**src/rtl/vram_arb_pkg.sv**
```systemverilog
// vram_arb_pkg: shared state/tag types and default widths for the screen RAM arbiter
package vram_arb_pkg;
   localparam int DEF_ADDR_W      = 15;
   localparam int DEF_DATA_W      = 8;
   localparam int DEF_MIN_VID_GAP = 4;
   typedef enum logic [1:0] {IDLE, VID_RD, CPU_RD, WB_WR} state_t;
   typedef enum logic [1:0] {TAG_NONE, TAG_VID, TAG_CPU} tag_t;
   function automatic tag_t tag_of(input state_t s);
      return (s == VID_RD) ? TAG_VID : (s == CPU_RD) ? TAG_CPU : TAG_NONE;
   endfunction
endpackage

```
**src/rtl/vram_wbuf.sv**
```systemverilog
// vram_wbuf: single-entry posted write buffer with address compare for read forwarding
module vram_wbuf
   import vram_arb_pkg::*;
#(
   parameter int ADDR_W = DEF_ADDR_W,
   parameter int DATA_W = DEF_DATA_W
) (
   input  logic              i_clk_sys,
   input  logic              i_reset,
   input  logic              i_load,
   input  logic              i_drain,
   input  logic [ADDR_W-1:0] i_addr,
   input  logic [DATA_W-1:0] i_data,
   input  logic [ADDR_W-1:0] i_cmp_addr,
   output logic              o_valid,
   output logic              o_hit,
   output logic [ADDR_W-1:0] o_addr,
   output logic [DATA_W-1:0] o_data
);
   logic              r_valid;
   logic [ADDR_W-1:0] r_addr;
   logic [DATA_W-1:0] r_data;
   // a load in the draining cycle refills the entry instead of emptying it
   always_ff @(posedge i_clk_sys) begin
      if (i_reset) begin
         r_valid <= 1'b0;
         r_addr  <= '0;
         r_data  <= '0;
      end else if (i_load) begin
         r_valid <= 1'b1;
         r_addr  <= i_addr;
         r_data  <= i_data;
      end else if (i_drain) begin
         r_valid <= 1'b0;
      end
   end
   assign o_valid = r_valid;
   assign o_hit   = r_valid && (r_addr == i_cmp_addr);
   assign o_addr  = r_addr;
   assign o_data  = r_data;
endmodule

```
**src/rtl/vram_arbiter.sv**
```systemverilog
// vram_arbiter: single-port screen RAM arbiter; video fetches always win, CPU writes are posted
module vram_arbiter
   import vram_arb_pkg::*;
#(
   parameter int ADDR_W      = DEF_ADDR_W,
   parameter int DATA_W      = DEF_DATA_W,
   parameter int MIN_VID_GAP = DEF_MIN_VID_GAP
) (
   input  logic              i_clk_sys,
   input  logic              i_reset,
   input  logic              i_vid_req,
   input  logic [ADDR_W-1:0] i_vid_addr,
   output logic [DATA_W-1:0] o_vid_dout,
   output logic              o_vid_valid,
   output logic              o_vid_err,
   input  logic              i_cpu_req,
   input  logic              i_cpu_we,
   input  logic [ADDR_W-1:0] i_cpu_addr,
   input  logic [DATA_W-1:0] i_cpu_din,
   output logic              o_cpu_ack,
   output logic [DATA_W-1:0] o_cpu_dout,
   output logic [ADDR_W-1:0] o_mem_addr,
   output logic [DATA_W-1:0] o_mem_din,
   output logic              o_mem_we,
   input  logic [DATA_W-1:0] i_mem_dout
);
   localparam int               GAP_W   = $clog2(MIN_VID_GAP + 1);
   localparam logic [GAP_W-1:0] GAP_MAX = GAP_W'(MIN_VID_GAP);
   state_t            r_state, w_next;
   tag_t              r_tag_a, r_tag_b;
   logic [GAP_W-1:0]  r_gap;
   logic              r_cpu_busy, r_cpu_ack, r_vid_valid, r_vid_err, r_mem_we;
   logic [DATA_W-1:0] r_cpu_dout, r_vid_dout, r_mem_din;
   logic [ADDR_W-1:0] r_mem_addr, w_nx_addr, w_wb_addr;
   logic [DATA_W-1:0] w_wb_data;
   logic              w_wb_valid, w_wb_hit, w_wb_pend;
   logic              w_cpu_go, w_wr_acc, w_fwd, w_rd_iss, w_ret_vid, w_ret_cpu;
   vram_wbuf #(.ADDR_W(ADDR_W), .DATA_W(DATA_W)) u_wbuf (
      .i_clk_sys (i_clk_sys),
      .i_reset   (i_reset),
      .i_load    (w_wr_acc),
      .i_drain   (r_state == WB_WR),
      .i_addr    (i_cpu_addr),
      .i_data    (i_cpu_din),
      .i_cmp_addr(i_cpu_addr),
      .o_valid   (w_wb_valid),
      .o_hit     (w_wb_hit),
      .o_addr    (w_wb_addr),
      .o_data    (w_wb_data)
   );
   // the buffer stays valid through its RAM write cycle so a read can still forward from it
   always_comb begin
      w_cpu_go  = i_cpu_req && !r_cpu_busy && !r_cpu_ack;
      w_wb_pend = w_wb_valid && (r_state != WB_WR);
      w_wr_acc  = w_cpu_go && i_cpu_we && (!w_wb_valid || r_state == WB_WR);
      w_fwd     = w_cpu_go && !i_cpu_we && w_wb_hit;
      w_rd_iss  = w_cpu_go && !i_cpu_we && !w_wb_valid && !i_vid_req;
      w_next    = i_vid_req ? VID_RD : w_wb_pend ? WB_WR : w_rd_iss ? CPU_RD : IDLE;
      w_nx_addr = i_vid_req ? i_vid_addr : w_wb_pend ? w_wb_addr : i_cpu_addr;
      w_ret_vid = r_tag_b == TAG_VID;
      w_ret_cpu = r_tag_b == TAG_CPU;
   end
   always_ff @(posedge i_clk_sys) begin
      if (i_reset) begin
         r_state     <= IDLE;
         r_tag_a     <= TAG_NONE;
         r_tag_b     <= TAG_NONE;
         r_mem_addr  <= '0;
         r_mem_din   <= '0;
         r_mem_we    <= 1'b0;
         r_vid_dout  <= '0;
         r_vid_valid <= 1'b0;
         r_vid_err   <= 1'b0;
         r_gap       <= GAP_MAX;
         r_cpu_ack   <= 1'b0;
         r_cpu_dout  <= '0;
         r_cpu_busy  <= 1'b0;
      end else begin
         r_state     <= w_next;
         r_tag_a     <= tag_of(w_next);
         r_tag_b     <= r_tag_a;
         r_mem_addr  <= (w_next == IDLE) ? r_mem_addr : w_nx_addr;
         r_mem_din   <= (w_next == WB_WR) ? w_wb_data : r_mem_din;
         r_mem_we    <= w_next == WB_WR;
         r_vid_dout  <= w_ret_vid ? i_mem_dout : r_vid_dout;
         r_vid_valid <= w_ret_vid;
         r_vid_err   <= r_vid_err || (i_vid_req && r_gap < GAP_MAX);
         r_gap       <= i_vid_req ? GAP_W'(1) : (r_gap == GAP_MAX) ? r_gap : r_gap + GAP_W'(1);
         // a read whose requester has already gone away finishes silently
         r_cpu_ack   <= w_wr_acc || w_fwd || (w_ret_cpu && i_cpu_req);
         r_cpu_dout  <= w_fwd ? w_wb_data : w_ret_cpu ? i_mem_dout : r_cpu_dout;
         r_cpu_busy  <= w_rd_iss || (r_cpu_busy && !w_ret_cpu);
      end
   end
   assign o_vid_dout  = r_vid_dout;
   assign o_vid_valid = r_vid_valid;
   assign o_vid_err   = r_vid_err;
   assign o_cpu_ack   = r_cpu_ack;
   assign o_cpu_dout  = r_cpu_dout;
   assign o_mem_addr  = r_mem_addr;
   assign o_mem_din   = r_mem_din;
   assign o_mem_we    = r_mem_we;
endmodule
```
**config.mk**
```make
export PLATFORM = sky130hd
export DESIGN_NAME = vram_arbiter
export DESIGN_NICKNAME = d
export VERILOG_FILES = /design/src/rtl/vram_arb_pkg.sv /design/src/rtl/vram_wbuf.sv /design/src/rtl/vram_arbiter.sv
export SDC_FILE = /design/constraint.sdc
export NUM_CORES = 1
export LEC_CHECK = 0
export BUFFER_PORTS_ARGS = -buffer_cell sky130_fd_sc_hd__buf_2
export CAP_MARGIN = 20
export CORE_MARGIN = 3
export CORE_UTILIZATION = 44
export CTS_CLUSTER_SIZE = 28
export DETAILED_ROUTE_END_ITERATION = 10
export GPL_ROUTABILITY_DRIVEN = 1
export PLACE_DENSITY = 0.75
export SYNTH_ARGS = -nofsm -noshare
export SYNTH_HDL_FRONTEND = slang
export SYNTH_HIERARCHICAL = 1
export SYNTH_SLANG_ARGS = --single-unit
```
**constraint.sdc**
```tcl
create_clock -name i_clk_sys -period 2.2 [get_ports i_clk_sys]
set_input_delay 0.11 -clock i_clk_sys [delete_from_list [all_inputs] [get_ports i_clk_sys]]
set_output_delay 0.11 -clock i_clk_sys [all_outputs]
set_load 0.02 [all_outputs]
```
==> impl_results.md <==
- Critical Path RT: 2.40 ns
- Congestion Overflow GR: 0
- Worst Max-Slew Pin Slew: 0.6626 ns
- Buffers on Ports: 93
- R2r startpoint: u_wbuf/o_valid
- Seq/Total Area, Yosys: 46.81%
- Global-route wire length before repair: 13.21 mm
- Vias per cell: 5.163
- Clock sink count: 77
- Fillcell total: 641
- Detail Placement HPWL: 5.678 mm
- Status: finished clean
- Slew margin rel.: 55.83%
- Leakage: 0.001802 uW
- Vias in the first global route: 2765
- Area grow syn2layout: 24.28%
- Worst min-delay path category: in -> reg
- Pre-antenna DRT Iters: 4
- Crit path launch: u_wbuf/o_valid
- R2R Path End: o_mem_addr[12]
- CP Capture Type: register
- Iteration-0 DRC Markers: 171
- Setup TNS: 0 ns
- Cell Rows: 30
- Placed cell areas: 3816 sq um
- Worst-path clk slew: 0.09 ns
- Starting density of the core: 46.92%
- Worst-Skew Late Latency: 0.35 ns
- Avg Synthesized Cell Area: 9.097 sq um
- Cell count after synthesis: 362
- Die width: 92.51 um
- # IOs: 94
- Drt wl/cell: 14.54 um
- Synth top area share: 46.81%
- Drc violations: 0
- Crit path DAT: 2.02 ns
- Largest net degree at the start of global routing: 39
- Share of cells above drive strength 1: 26.57%
- Placer Congestion: 0.8028
- Initial antenna violation count: 0
- Placeable core area: 7019 sq um
- Final min period: 1.814 ns
- # resized after CTS: 0
- Hold Buf Count CTS: 9
- Final total power: 2990 uW
- Post-layout util: 58.31%
- Count of final max-slew check failures: 0
- Fin Clk Skew: 0.01551 ns
- Final instance area: 4093 sq um
- Final setup fails: 0
- RSZ-0062 raised after global routing: false
- Antenna Nets Post-Route: 0
- Pwr dens: 730.7 nW/um^2
- Setup slack after layout: 0.3857 ns
- GR Util All Layers: 19.13%
- TritonCTS clock tree: yes
- FF-to-FF path depth: 5
- R2R Setup Slk: 0.39 ns
- Syn_nets: 415
- Hold Path Stages: 3
- Clk root buf: clkbuf_8
- Final #Nets: 511
- Fmax achieved: 551.2 MHz
- DIE AREA: 8558 sq um
- Post CTS Setup Buffer Count: 0
- Max rail drop VDD: 0.4129 mV
- Sequential Area: 1541 sq um
- Period utilization: 82.47%
- Synthesized area: 3293 sq um
- YS warnings: 6
- Clk buf depth: 2
- Synth area leaders: dfxtp_1, mux2i_1, a21oi_1
- WS Path Type: reg -> reg
- Hold Fails Final Rpt: 0
- Yosys cell types: 31
- Setup WS pre-CTS: 0.4100 ns
- Max Cap Violations: 0
- Vias: 2886
- Number of synthesized register bits: 77
- Antenna Cells: 0
- Final wirelength: 8.128 mm
- Critical path launch point type: register
- CTS H-tree depth: 3
- Dominant cell type by area after synthesis: dfxtp_1
- Top fanout value on the critical path: 16
- Total CTS buffers: 9
- Multi-input logic area: 1599 sq um
- Die height: 92.51 um
- Worst setup path endpoint: o_mem_addr[12]
[per-stage QoR]
stage          hold slack, ns  std cells
2_1_floorplan          0.1824        362
3_3_place_gp           0.3462        534
3_5_place_dp           0.3538        534
5_1_grt               0.01249        559
4_1_cts              0.001733        559
6_report             0.005570        559
[critical path, stage by stage, from the launching register on]
cell      delay (ns)
dfxtp_1         0.45
a21bo_2         0.34
nand2b_1        0.33
buf_4           0.29
o211ai_1        0.18
a21oi_1         0.08
[cells in the mapped netlist, drive strengths merged]
| cell type | count |
|---|---|
| dfxtp | 77 |
| nand2 | 49 |
| mux2i | 47 |
| nor2 | 38 |
| a21oi | 37 |
| clkbuf | 17 |
| o21ai | 17 |
| o211ai | 16 |
| xnor2 | 16 |
| buf | 9 |
| a211oi | 8 |
| inv | 6 |
| nand4 | 4 |
| nand2b | 3 |
| nor2b | 3 |
| ha | 2 |
| nand3b | 2 |
| a21bo | 1 |
| and2 | 1 |
| and3 | 1 |
| nor3 | 1 |
| nor3b | 1 |
| nor4 | 1 |
| o211a | 1 |
| o21ba | 1 |
| o21bai | 1 |
| or3 | 1 |
| or4b | 1 |
[cell usage in the layout (no fill, tap or decap), types with 15 or more instances in the layout]
cell / synthesis / layout
o21ai_0: 17 / 17
nor2_1: 38 / 38
mux2i_1: 47 / 47
nand2_1: 49 / 49
o211ai_1: 15 / 15
dfxtp_1: 77 / 77
xnor2_1: 16 / 16
a21oi_1: 37 / 37
buf_2: 5 / 93
[worst min path at each step]
stage | start | end
final | i_cpu_din[2] | u_wbuf/o_data[2]
after global placement | i_cpu_din[6] | u_wbuf/o_data[6]
after CTS | i_mem_dout[4] | o_vid_dout[4]
after floorplan | i_reset | u_wbuf/o_addr[11]
after detailed placement | i_cpu_din[6] | u_wbuf/o_data[6]
after global routing | i_mem_dout[3] | o_vid_dout[3]
[flip-flops by register name, indices dropped and copies added (netlist names), 2 cells and up]
signal         cells
r_tag_b            2
o_mem_addr        15
o_mem_din          8
u_wbuf/o_addr     15
o_cpu_dout         8
r_tag_a            2
r_gap              3
o_vid_dout         8
r_state            2
u_wbuf/o_data      8
[cell families (layout without fill, tap and decap cells)]
group,Yosys count,count (layout),share of synthesized area [%]
AO/OA/AOI/OAI,82,82,15.24
flip-flops,77,77,46.81
multiplexers,47,47,14.29
AND/OR/NAND/NOR,106,106,14.02
XOR/XNOR,16,16,4.255
adder cells (fa/ha/maj),2,2,0.7598
buffers and inverters,32,133,4.635
[report_power, final]
| part | internal (uW) | switching (uW) |
|---|---|---|
| logic | 199 | 259 |
| registers | 1470 | 52.6 |
| clock network | 435 | 579 |
[layout make-up]
class,count,share of cell area (%)
inverter,6,0.5503
timing repair buffer,111,15.22
multi-input combinational,253,39.07
clock buffer,9,3.027
clock inverter,7,1.529
tap,96,2.935
sequential,77,37.66
[metal layers]
| metal | global-route usage [%] | vias to the layer above | wire, um |
|---|---|---|---|
| met2 | 31.78 | 90 | 3987 |
| met4 | 7.921 | 0 | 130 |
| met1 | 24.89 | 1343 | 3587 |
| li1 | - | 1440 | - |
| met5 | 0 | - | 0 |
| met3 | 2.681 | 13 | 422 |
(Power assumes the default switching activity.)
